[config.mk]
export PLATFORM = sky130hd
export DESIGN_NAME = sbqm_teller_dispatcher
export DESIGN_NICKNAME = d
export VERILOG_FILES = /design/src/rtl/sbqm_teller_dispatcher.sv
export SDC_FILE = /design/constraint.sdc
export NUM_CORES = 1
export LEC_CHECK = 0
export CAP_MARGIN = 20
export CELL_PAD_IN_SITES_DETAIL_PLACEMENT = 2
export CELL_PAD_IN_SITES_GLOBAL_PLACEMENT = 2
export CORE_MARGIN = 5
export CORE_UTILIZATION = 27
export DETAILED_ROUTE_END_ITERATION = 8
export PLACE_DENSITY_LB_ADDON = 0.1
export SKIP_CTS_REPAIR_TIMING = 1
export SYNTH_ARGS = -nofsm -noshare
export SYNTH_HDL_FRONTEND = slang
export SYNTH_SLANG_ARGS = --single-unit
[constraint.sdc]
create_clock -name clk1 -period 2.1 [get_ports clk1]
set_input_delay 0.315 -clock clk1 [delete_from_list [all_inputs] [get_ports clk1]]
set_output_delay 0.315 -clock clk1 [all_outputs]
set_load 0.02 [all_outputs]
[src/rtl/sbqm_teller_dispatcher.sv]
// Teller-side dispatcher: counts waiting customers, arbitrates free tellers, calls tickets.
// Define SBQM_ROUND_ROBIN_EN for round-robin arbitration; otherwise fixed lowest-index priority.
module sbqm_teller_dispatcher #(
  parameter int HOLD_CYCLES = 4,
  parameter int QMAX        = 7
) (
  input  logic       clk1,
  input  logic       rst1,
  input  logic       in1,
  input  logic [1:0] Tcount,
  input  logic [2:0] tfree,
  output logic       out1,
  output logic [2:0] tack,
  output logic       call_valid,
  output logic [1:0] call_teller,
  output logic [4:0] call_ticket,
  output logic [4:0] next_ticket,
  output logic [2:0] qcount,
  output logic       empty,
  output logic       full
);

  typedef enum logic [1:0] {IDLE, GRANT, HOLD} state_t;

  state_t     state;
  logic [4:0] serve_ptr;
  logic [3:0] hold_cnt;
  logic [1:0] n_en;
  logic [2:0] enable_mask;
  logic [2:0] eligible;
  logic [1:0] winner;
  logic       has_winner;
  logic       accept;
  logic       dispatch;

  // A Tcount of zero still leaves teller 0 in service.
  assign n_en     = (Tcount == 2'd0) ? 2'd1 : Tcount;
  assign eligible = tfree & enable_mask;
  assign accept   = in1 && !full;
  assign dispatch = (state == GRANT);
  assign empty    = (qcount == 3'd0);
  assign full     = (qcount == 3'(QMAX));

  always_comb begin
    case (n_en)
      2'd1:    enable_mask = 3'b001;
      2'd2:    enable_mask = 3'b011;
      default: enable_mask = 3'b111;
    endcase
  end

`ifdef SBQM_ROUND_ROBIN_EN
  logic [1:0] rr_ptr;
  logic [2:0] start;
  logic [2:0] cand;

  // Search begins one past the last grant, wrapping within the enabled tellers.
  always_comb begin
    winner     = 2'd0;
    has_winner = 1'b0;
    cand       = 3'd0;
    start      = {1'b0, rr_ptr} + 3'd1;
    if (start >= {1'b0, n_en}) start = 3'd0;
    for (int k = 0; k < 3; k++) begin
      if (!has_winner && (3'(k) < {1'b0, n_en})) begin
        cand = start + 3'(k);
        if (cand >= {1'b0, n_en}) cand = cand - {1'b0, n_en};
        if (eligible[cand[1:0]]) begin
          winner     = cand[1:0];
          has_winner = 1'b1;
        end
      end
    end
  end
`else
  always_comb begin
    winner     = 2'd0;
    has_winner = |eligible;
    if (eligible[0])      winner = 2'd0;
    else if (eligible[1]) winner = 2'd1;
    else if (eligible[2]) winner = 2'd2;
  end
`endif

  always_ff @(posedge clk1) begin
    if (rst1) begin
      state       <= IDLE;
      out1        <= 1'b0;
      tack        <= 3'b000;
      call_valid  <= 1'b0;
      call_teller <= 2'd0;
      call_ticket <= 5'd0;
      next_ticket <= 5'd0;
      serve_ptr   <= 5'd0;
      qcount      <= 3'd0;
      hold_cnt    <= 4'd0;
`ifdef SBQM_ROUND_ROBIN_EN
      rr_ptr      <= 2'd2;
`endif
    end else begin
      if (accept) next_ticket <= next_ticket + 5'd1;
      if (accept && !dispatch)      qcount <= qcount + 3'd1;
      else if (!accept && dispatch) qcount <= qcount - 3'd1;

      case (state)
        IDLE: begin
          if (qcount != 3'd0 && has_winner) begin
            state       <= GRANT;
            out1        <= 1'b1;
            tack        <= 3'b001 << winner;
            call_teller <= winner;
            call_ticket <= serve_ptr;
            call_valid  <= 1'b1;
          end
        end
        GRANT: begin
          out1      <= 1'b0;
          tack      <= 3'b000;
          serve_ptr <= serve_ptr + 5'd1;
          hold_cnt  <= 4'(HOLD_CYCLES - 1);
          state     <= HOLD;
`ifdef SBQM_ROUND_ROBIN_EN
          rr_ptr    <= call_teller;
`endif
        end
        HOLD: begin
          if (hold_cnt == 4'd0) begin
            state      <= IDLE;
            call_valid <= 1'b0;
          end else begin
            hold_cnt <= hold_cnt - 4'd1;
          end
        end
        default: state <= IDLE;
      endcase
    end
  end

endmodule

# ---- Yosys cells after proc, flatten, opt, wreduce, memory -nomap -nowiden
# Cells that the tools add are included.
dict set report word_totals {
  elab_cells 65
  register_bits 31
  inputBits 8
}
dict set report op_classes {
  shift 1
  addsub 5
  mux 18
  n_eq_ne 8
  bitwise 1
  reduce_logical 22
}
# operator n
set op_table {}
lappend op_table {{two-way mux 2 bit} 6}
lappend op_table {{one-hot mux 3 bit (2 select lines)} 2}
lappend op_table {{adder 5 x 1 -> 5 bit (second input constant)} 2}
lappend op_table {{two-way mux 3 bit} 3}
lappend op_table {{one-hot mux 4 bit (2 select lines)} 1}
lappend op_table {{AND reduction 2 bit} 4}
lappend op_table {{nonzero test 2 bit} 4}
lappend op_table {{!= test 2 bit (second input constant)} 3}
lappend op_table {{one-hot mux 2 bit (3 select lines)} 1}
lappend op_table {{== test 2 x 1 -> 1 bit (second input constant)} 2}
lappend op_table {{== test 2 bit (second input constant)} 2}
lappend op_table {{logical AND 1 bit} 4}
lappend op_table {{logical NOT 2 bit} 2}
lappend op_table {{logical NOT 4 bit} 1}
lappend op_table {{two-way mux 4 bit} 1}
lappend op_table {{one-hot mux 1 bit (2 select lines)} 2}
lappend op_table {{subtractor 4 x 1 -> 4 bit (second input constant)} 1}
lappend op_table {{adder 3 x 1 -> 3 bit (second input constant)} 1}
lappend op_table {{AND 3 bit} 1}
lappend op_table {{== test 3 bit (second input constant)} 1}
lappend op_table {{logical NOT 1 bit} 3}
lappend op_table {{logical NOT 3 bit} 1}
lappend op_table {{AND reduction 3 bit} 1}
lappend op_table {{nonzero test 3 bit} 1}
lappend op_table {{4 further kinds} 5}

# ---- Logic depth before layout (Yosys ltp)
# Gate-level depths: netlist of run 1.
dict set report logic_depth {
  ltp_word 11
  ltp_mapped 9
  mapped_depth_nobuf 9
}

# ---- Worst setup path before layout of run 1
# No wires, ideal clock.
dict set report synth_timing {
  path_type {reg-to-reg}
  startpoint {reg state[0]}
  endpoint {reg qcount[2]}
  path_stages_with_launch 10
  setup_ns 0.071
  setup_slack_ns 0.106
  arrival_time_ns 1.923
  period_less_slack_ns 1.994
  required_time_ns 2.029
  n_path_buf 1
  path_cell_list {dfxtp_1 -> buf_6 -> nor2b_4 -> inv_1 -> ha_1 -> inv_1 -> fa_1 -> xor2_1 -> or3_1 -> a21oi_1}
}
dict set report synth_via {
  elab_chain_len 4
  elab_cells_between_ends 6
  classes_between {1 x eq/ne; 1 x mux; 4 x reduce/logical}
}
# element line
set synth_rtl {}
lappend synth_rtl {{start, declared} 25} ;# state_t state;
lappend synth_rtl {{start signal, assigned} 87} ;# state <= IDLE;
lappend synth_rtl {{start signal, assigned} 108} ;# state <= GRANT;
lappend synth_rtl {{start signal, assigned} 121} ;# state <= HOLD;
lappend synth_rtl {{== test 2 x 1 -> 1 bit (*)} 40} ;# assign dispatch = (state == GRANT);
lappend synth_rtl {{logical NOT 1 bit} 102} ;# if (accept && !dispatch) qcount <= qcount + 3'd1;
lappend synth_rtl {{logical AND 1 bit} 102}
lappend synth_rtl {{two-way mux 3 bit or nonzero test 2 bit (tied branches)} n/a}
lappend synth_rtl {{end signal, assigned} 102}
lappend synth_rtl {{end signal, assigned} 103} ;# else if (!accept && dispatch) qcount <= qcount - 3'd1;
lappend synth_rtl {{end, declared} 18} ;# output logic [2:0] qcount,
# Every way passes the cells marked *; elsewhere a longest branch is shown, timed or not.
# A chain may end at the register's enable or synchronous reset.

# ---- Final worst setup path of run 1
dict set report layout_timing {
  startpoint {reg qcount[0]}
  endpoint {out empty}
}
dict set report layout_via {
  elab_chain_len 1
}
# element line
set layout_rtl {}
lappend layout_rtl {{logical NOT 3 bit} 41} ;# assign empty = (qcount == 3'd0);
lappend layout_rtl {{end, declared} 19} ;# output logic empty,
# No other way between the ends.

==> results.md, run 1 <==
- The number of distinct standard cells referenced by the synthesized netlist is 46.
- Hold is met by between 400 and 500 ps.
- The fraction of layout instances using a drive strength above 1 is about 16%.
- The number of warnings printed during yosys synthesis is 0.
- The synthesized design spends more area on one cell type than any other, namely dfxtp_1.
- Across the run, the number of max-cap violations was 0.
- The total count of hold-check failures in the final report was 0.
- The detailed router finished its first iteration with 42 violations.
- The post-route clock period utilization is 96.3%.
- The setup-violating endpoint count in the final report is 0.
- The number of buffers between clock root and the deepest sink is 2.
- On the critical path, the stage with the largest delay is an instance of clkdlybuf4s50_1.
- The via count of the first global-routing pass was around 1400.
- The routed via count is roughly 1300.
- The net count after synthesis is between 150 and 200.
- Across the VDD grid, the largest voltage drop is roughly 460 uV.
- The leakage power total is 0.000736 uW.
- At the pin with the least slew margin, the transition time is roughly 350 ps.
- The die is approximately 83 um wide.
- The post-route DRC violation count is 0.
- The most common cell after layout, fill and taps aside is dfxtp_1.
- For the finished layout, the period the worst path requires is between 2000 and 2500 ps.
- The number of antenna diodes in the final layout is 0.
- 30 I/O pins were placed.
- The count of nets left with antenna violations once routing finished came out at 0.
- The setup total negative slack is 0 ps.
- Setup repair after global routing left no endpoint under its margin.
- STA classifies the critical path startpoint as a flip-flop.
- The sequential cell area in the final layout is 622 um^2.
- TritonCTS built the clock tree.
- The die covers ~7000 um^2.
- The critical path buffer and inverter count is 2.
- The longest individual stage delay on the worst path is ~670 ps.
- The global-route usage over all layers is ~12%.
- By area the synthesized netlist is led by dfxtp_1 (43%), xor2_1 (4.2%), nor2_1 (4.1%), o21ai_0 (3.8%), nand4b_1 (3.6%).
- The clock net sink count is 31.
- The cell sitting at the root of the clock tree is a clkbuf_8.
- The placeable core region is between 5000 and 6000 um^2.
- The CTS buffer count is 5.
- In the routed layout, each cell is associated on average with a via count of between 4 and 5.
- Along the worst path, the maximum fanout reaches 4.
- The first detailed-routing pass took 4 iterations.
- The critical path's top delay family is buffers and inverters.
- Summed over all layers, the global routing overflow is 0.
- Summed over its instances, the top area cell type makes up 42.6% of the synthesized netlist area.
- Dividing total power by cell area gives a power density of approximately 1100 nW/um^2.
- The clock-pin slew on the worst setup and hold paths is 60 ps.
- The max-slew violation count is 0.
- After legalization and detailed placement, the total HPWL measured a little under 3 mm.
- The number of synthesized register bits is 31.
- The most used flip-flop cell after synthesis is dfxtp_1.
- The H-tree was split into 2 levels.
- For this block, the routed nets add up to 3.92 mm of wire.
- STA classifies the critical path endpoint as an output pin.
- The achievable clock frequency is between 0.4 and 0.5 GHz.
- The placed instances occupy a cell area of ~1900 um^2.
- Leaving out fill and tap cells, the most frequent cells in the layout are dfxtp_1 (30), clkdlybuf4s50_1 (29), nor2_1 (16).
- Dividing the detail-routed wire length by the instance count gives roughly 15 um.
- The final-stage net count is about 210.
- The worst setup path is of the reg2out kind.
- The chip height is 83.5 um.
- The effective utilization at floorplan is 28.2%.
- The row count is 26.
- Summing all multi-input logic gate instances after layout gives approximately 790 um^2.
- The fill cell total of the finished layout is approximately 570.
- Timing analysis after detailed placement gives a worst setup slack of -201 ps.
- The headroom to the max-slew limit is between 70% and 80%.
- The pin count of the biggest net entering global routing is 21.
- The class of the most critical hold timing path is reg2reg.
- Cells fill 37.8% of the core in the end.
- Synthesis produced a netlist whose cell count is about 160.
- Setup slack on the critical path of the routed design comes to between 70 and 80 ps.
- After synthesis the cells add up to around 1500 um^2.
- The arrival time of the worst setup path is around 1700 ps.
- The synthesized design contains 0 enable-type register cells.
- Dividing the synthesized area by the synthesized cell count gives about 9.3 um^2.
- For the final database, setup skew stands at 10.2 ps.
- Traced cell by cell, the critical path runs through buf_4, nor3_4, clkdlybuf4s50_1.
- The finished layout cell area is 1960 um^2.
- The final weighted congestion in routability-driven placement is approximately 0.74.
- The share of the Yosys chip area taken by registers is 42.6%.
- Clock latency on the worst-skew pair, taken at its later pin, is roughly 280 ps.
- The flow ran to the end, and the final reports show no timing, DRC or antenna violations.
- The required arrival time at the worst endpoint is between 1500 and 2000 ps.
- The number of antenna violations at the first check in global routing is 0.
- The async set or reset register ratio after synthesis is 0%.
- The first-pass GRT wire length is 7.00 mm.
- From synthesis to final layout, the design area changed by 34.2%.
- The number of port buffers is 29.
path summary, 6_finish.rpt:
path	startpoint	endpoint	cells past startpoint	slack (ps)
setup / recovery	qcount[0]	empty	3	80
hold / removal	call_teller[0]	call_teller[0]	1	460
setup reg to reg	qcount[2]	qcount[2]	9	160
hold reg to reg	call_teller[0]	call_teller[0]	1	460
power breakdown:
group          switching [uW]  internal, uW
clock                     218           232
combinational             517           432
sequential               90.4           690
total                     825          1350
worst reg2reg max path: stages (launching register included):
cell,delay (ps)
dfxtp_2,350
nand3_2,120
nand2_2,90
inv_1,60
ha_1,170
inv_1,60
fa_1,380
xor2_1,180
or3_1,310
a21oi_1,140
stage by stage:
step	total power, uW	instances
after global placement	1720	259
final	2180	267
after detailed placement	1760	259
after global routing	2370	267
after CTS	2230	267
after floorplan	1390	156
registers in the layout (all words and copies together), names as in the netlist:
| register | count |
|---|---|
| call_ticket | 5 |
| out1 | 1 |
| serve_ptr | 5 |
| call_teller | 2 |
| call_valid | 1 |
| tack | 3 |
| hold_cnt | 4 |
| qcount | 3 |
| next_ticket | 5 |
| state | 2 |
Yosys cell counts, types with 2 or more instances:
library cell,count
a31oi_1,2
clkbuf_1,2
nand2_1,10
nor2_1,16
nand3_1,4
nand4b_1,6
or3_1,3
nand2b_1,8
dfxtp_1,31
nor3_4,2
o21ai_0,11
inv_1,6
a21oi_1,10
xor2_1,7
nand4_1,4
ha_1,4
cells by family (layout without fill, tap and decap cells):
kind of cell	count (synthesis)	count (layout)	synth area share [%]
and+or+nand+nor	69	69	29.7
AOI/OAI and AO/OA	31	31	13.7
DFF	31	31	42.6
buffers and inverters	11	52	3.69
xor gates and xnor gates	8	8	4.81
adders and majority gates	5	5	4.81
muxes	1	1	0.687
layer usage:
layer	global-route usage, %	wire [um]	vias to the layer above
li1	-	-	629
met3	4.54	234	5
met5	0	0	-
met1	15.1	1870	619
met4	3.51	48	0
met2	20.0	1770	30
layout make-up:
| cell class | count | area share (%) |
|---|---|---|
| repair buffers | 38 | 18.3 |
| clock buffers | 7 | 3.90 |
| flip-flops and latches | 31 | 31.8 |
| inverters | 6 | 1.15 |
| well taps | 70 | 4.48 |
| clock inverters | 1 | 0.256 |
| multi-input cells | 114 | 40.2 |
No activity file was read; power rests on OpenSTA's default activity.
==> inputs of run 2 (changes only) <==
Settings changed: CAP_MARGIN 20 to unset, CORE_MARGIN 5 to 2.
==> results.md, run 2 (synthesis gave the netlist of run 1 again) <==
- The leakage power total is 0.000750 uW (+1.8%).
- The via count of the first global-routing pass came to 1437 (+2.1%).
- The clock insertion delay at the later pin of the skew report is 280 ps (about the same).
- The clock net sink count is 31 (unchanged).
- The half-perimeter wire length of the detailed placement result came to 2.87 mm (-1.9%).
- The transition time of the tightest slew-check pin is 361 ps (+8.64 ps).
- The largest driver fanout on the critical path came to 3 (-1).
- The part of the total power dissipated in combinational logic is 43.3% (-0.3 points).
- The power share of the clock group is 21.0% (+0.4 points).
- The number of violations reported at the end of detailed-routing iteration 0 came to 50 (+19%).
- The final weighted congestion in routability-driven placement is 0.743 (+0.23%).
- The setup-violating endpoint count in the final report is 0 (unchanged).
- The startpoint of the most critical register-to-register path is qcount[2].
- The longest individual stage delay on the worst path is 490 ps (-180 ps).
- The arrival time of the worst setup path was 2190 ps (+480 ps).
- The achievable clock frequency was 0.505 GHz (+2.2%).
- The peak supply drop is 467 uV (+2.2%).
- The power per cell area is 1120 nW/um^2 (+0.27%).
- The first-pass GRT wire length is 6.87 mm (-2.0%).
- The max-slew violation count came to 0 (unchanged).
- The mean routed wirelength per cell is 14.2 um (-3.7%).
- The area of the die is 6000 um^2 (-14%).
- The overall overflow remaining after global route is 0 (unchanged).
- The chip height is 77.5 um (-7.2%).
- The headroom to the max-slew limit came to 75.9% (-0.46 points).
- Setup repair after global routing left no endpoint under its margin.
- The run finished with clean final reports.
- The area of the multi-input gates is 783 um^2 (-0.32%).
- The classification of the worst setup path is in2reg.
- Among the stages of the critical path, the cell type that occurs most often is inv_1.
- The critical path startpoint category is a primary input.
- The residual antenna-violating net count after detailed routing is 0 (unchanged).
- The non-filler instance count after layout is 266 (-0.37%).
- The finished layout cell area is 1960 um^2 (+0.26%).
- The endpoint of the lowest-slack register-to-register path is qcount[2].
- The register share of total power is 35.6% (-0.2 points).
- The number of levels the H-tree was split into is 2 (unchanged).
- The worst reg-to-reg path cell count came to 9 (unchanged).
- The post-layout total power is 2190 uW (+0.52%).
- The internal power of the cells is 1370 uW (+1.4%).
- STA classifies the critical path endpoint as a flip-flop.
- The overall die width is 77.5 um (-7.2%).
- The required arrival time at the worst endpoint is 2310 ps (+530 ps).
- The largest registers in the layout are call_ticket (5), next_ticket (5), serve_ptr (5).
- The worst hold path startpoint is call_teller[0].
- The CTS root buffer is clkbuf_8.
- Walking the worst path, the cells encountered are clkdlybuf4s50_1, nand2_1, inv_1, ha_1, inv_1, fa_1, xor2_1, or3_1, a21oi_1.
- The CTS buffer count was 5 (unchanged).
- The time the worst path needs with I/O delays and setup is 1980 ps (-43.3 ps).
- The number of antenna violations at the first check in global routing is 0 (unchanged).
- The number of iterations in the first detailed-routing pass came to 4 (unchanged).
- The pin count of the biggest net entering global routing is 21 (unchanged).
- The sink of the worst hold path is call_teller[0].
- The global-route usage over all layers was 14.3% (+2.1 points).
- The top cell types in the final layout, fill and taps aside, are dfxtp_1 (31), clkdlybuf4s50_1 (28), nor2_1 (16).
- The final-stage net count was 209 (unchanged).
- The post-route clock period utilization is 94.2% (-2.1 points).
- The I/O pin count is 30 (unchanged).
- The post-route DRC violation count is 0 (unchanged).
- The path class of the tightest hold or removal check is reg2reg.
- The placed instance area is 1870 um^2 (unchanged).
- The number of port buffers is 29 (unchanged).
- The number of buffers between clock root and the deepest sink is 2 (unchanged).
- The total count of hold-check failures in the final report is 0 (unchanged).
- The setup skew after layout came to 7.49 ps (-2.75 ps).
- The clock-pin slew on the worst setup and hold paths was 60 ps (about the same).
- The row count is 26 (unchanged).
- The sequential cell area in the final layout came to 621 um^2 (-0.20%).
- The cell depth of the worst min-delay path is 1 (unchanged).
- The flop-to-flop setup slack is 160 ps (about the same).
- The number of placed instances with taps included is 259 (unchanged).
- The fill cell total of the finished layout came to 559 (-1.4%).
- The routed via count is 1278 (-0.39%).
- The switching power of the nets is 817 uW (-1.0%).
- The routed wire length was 3.77 mm (-4.0%).
- The number of maximum-capacitance constraint violations was 0 (unchanged).
- The number of antenna cells inserted is 0 (unchanged).
- The ratio of routed vias to standard cells is 4.80 (about the same).
- TritonCTS built the clock tree.
- The worst slack on hold paths is 461 ps (+1.76 ps).
- The effective utilization at floorplan is 28.2% (unchanged).
- The layout overhead on the synthesized area is 34.6%.
- The cell with the largest stage delay on the worst path is clkdlybuf4s50_1.
- The most common cell after layout, fill and taps aside is dfxtp_1.
- The fraction of power spent switching nets was 37.3% (-0.57 points).
- The fraction of layout instances using a drive strength above 1 is 15.3% (-0.43 points).
- The placeable core region is 5170 um^2 (unchanged).
==> run 2: changes by cell type in the layout (fill, tap and decap cells not counted) <==
cell | before | now
clkdlybuf4s50_1 | 29 | 28
nand2_2 | 1 | 0
clkbuf_8 | 5 | 6
clkbuf_1 | 2 | 0
dlymetal6s2s_1 | 0 | 1
nand2_1 | 9 | 10
dfxtp_1 | 30 | 31
dfxtp_2 | 1 | 0
==> run 2: per-layer routing <==
metal  GRT usage (%)  vias up  part of all wire (%)
li1                -      627                     -
met1            17.7      614                    47
met2            24.1       31                    48
met3            4.07        6                   4.3
met4            4.29        0                   1.2
met5               0        -                     0
==> run 2: power by group through the flow <==
stage                     sequential [uW]  clock [uW]  combinational [uW]
after floorplan                       880           0                 510
after global placement                785           0                 929
after detailed placement              796           0                 967
after CTS                             785         484                 972
after global routing                  800         511                1070
final                                 781         461                 949
==> run 2: worst max-delay path by stage <==
stage              start  cells past startpoint         to
2_1_floorplan   state[0]                      9  qcount[2]
3_3_place_gp         in1                      9  qcount[2]
3_5_place_dp         in1                      9  qcount[2]
4_1_cts        qcount[0]                      3      empty
5_1_grt        qcount[2]                      9  qcount[2]
6_report             in1                      9  qcount[2]
==> run 2: layout make-up <==
cell class,count,area share (%)
flip-flops and latches,31,31.6
well taps,70,4.46
multi-input cells,114,39.9
clock inverters,1,0.255
clock buffers,6,4.21
repair buffers,38,18.4
inverters,6,1.15
==> run 2: per-stage QoR <==
| step | util, % | setup slack [ps] | TNS [ps] |
|---|---|---|---|
| 2_1_floorplan | - | 106 | 0 |
| 4_1_cts | 37.9 | 8.74 | 0 |
| 3_3_place_gp | 36.2 | -82.0 | -82.0 |
| 6_report | 37.9 | 121 | 0 |
| 5_1_grt | 37.9 | 16.5 | 0 |
| 3_5_place_dp | 36.2 | -178 | -178 |
==> run 2: critical path: cells and delay by family <==
| family | cells | cell delay [ps] |
|---|---|---|
| xor+xnor | 1 | 180 |
| compound gates | 1 | 130 |
| buf+inv | 3 | 610 |
| fa+ha+maj | 2 | 530 |
| simple gates | 2 | 410 |
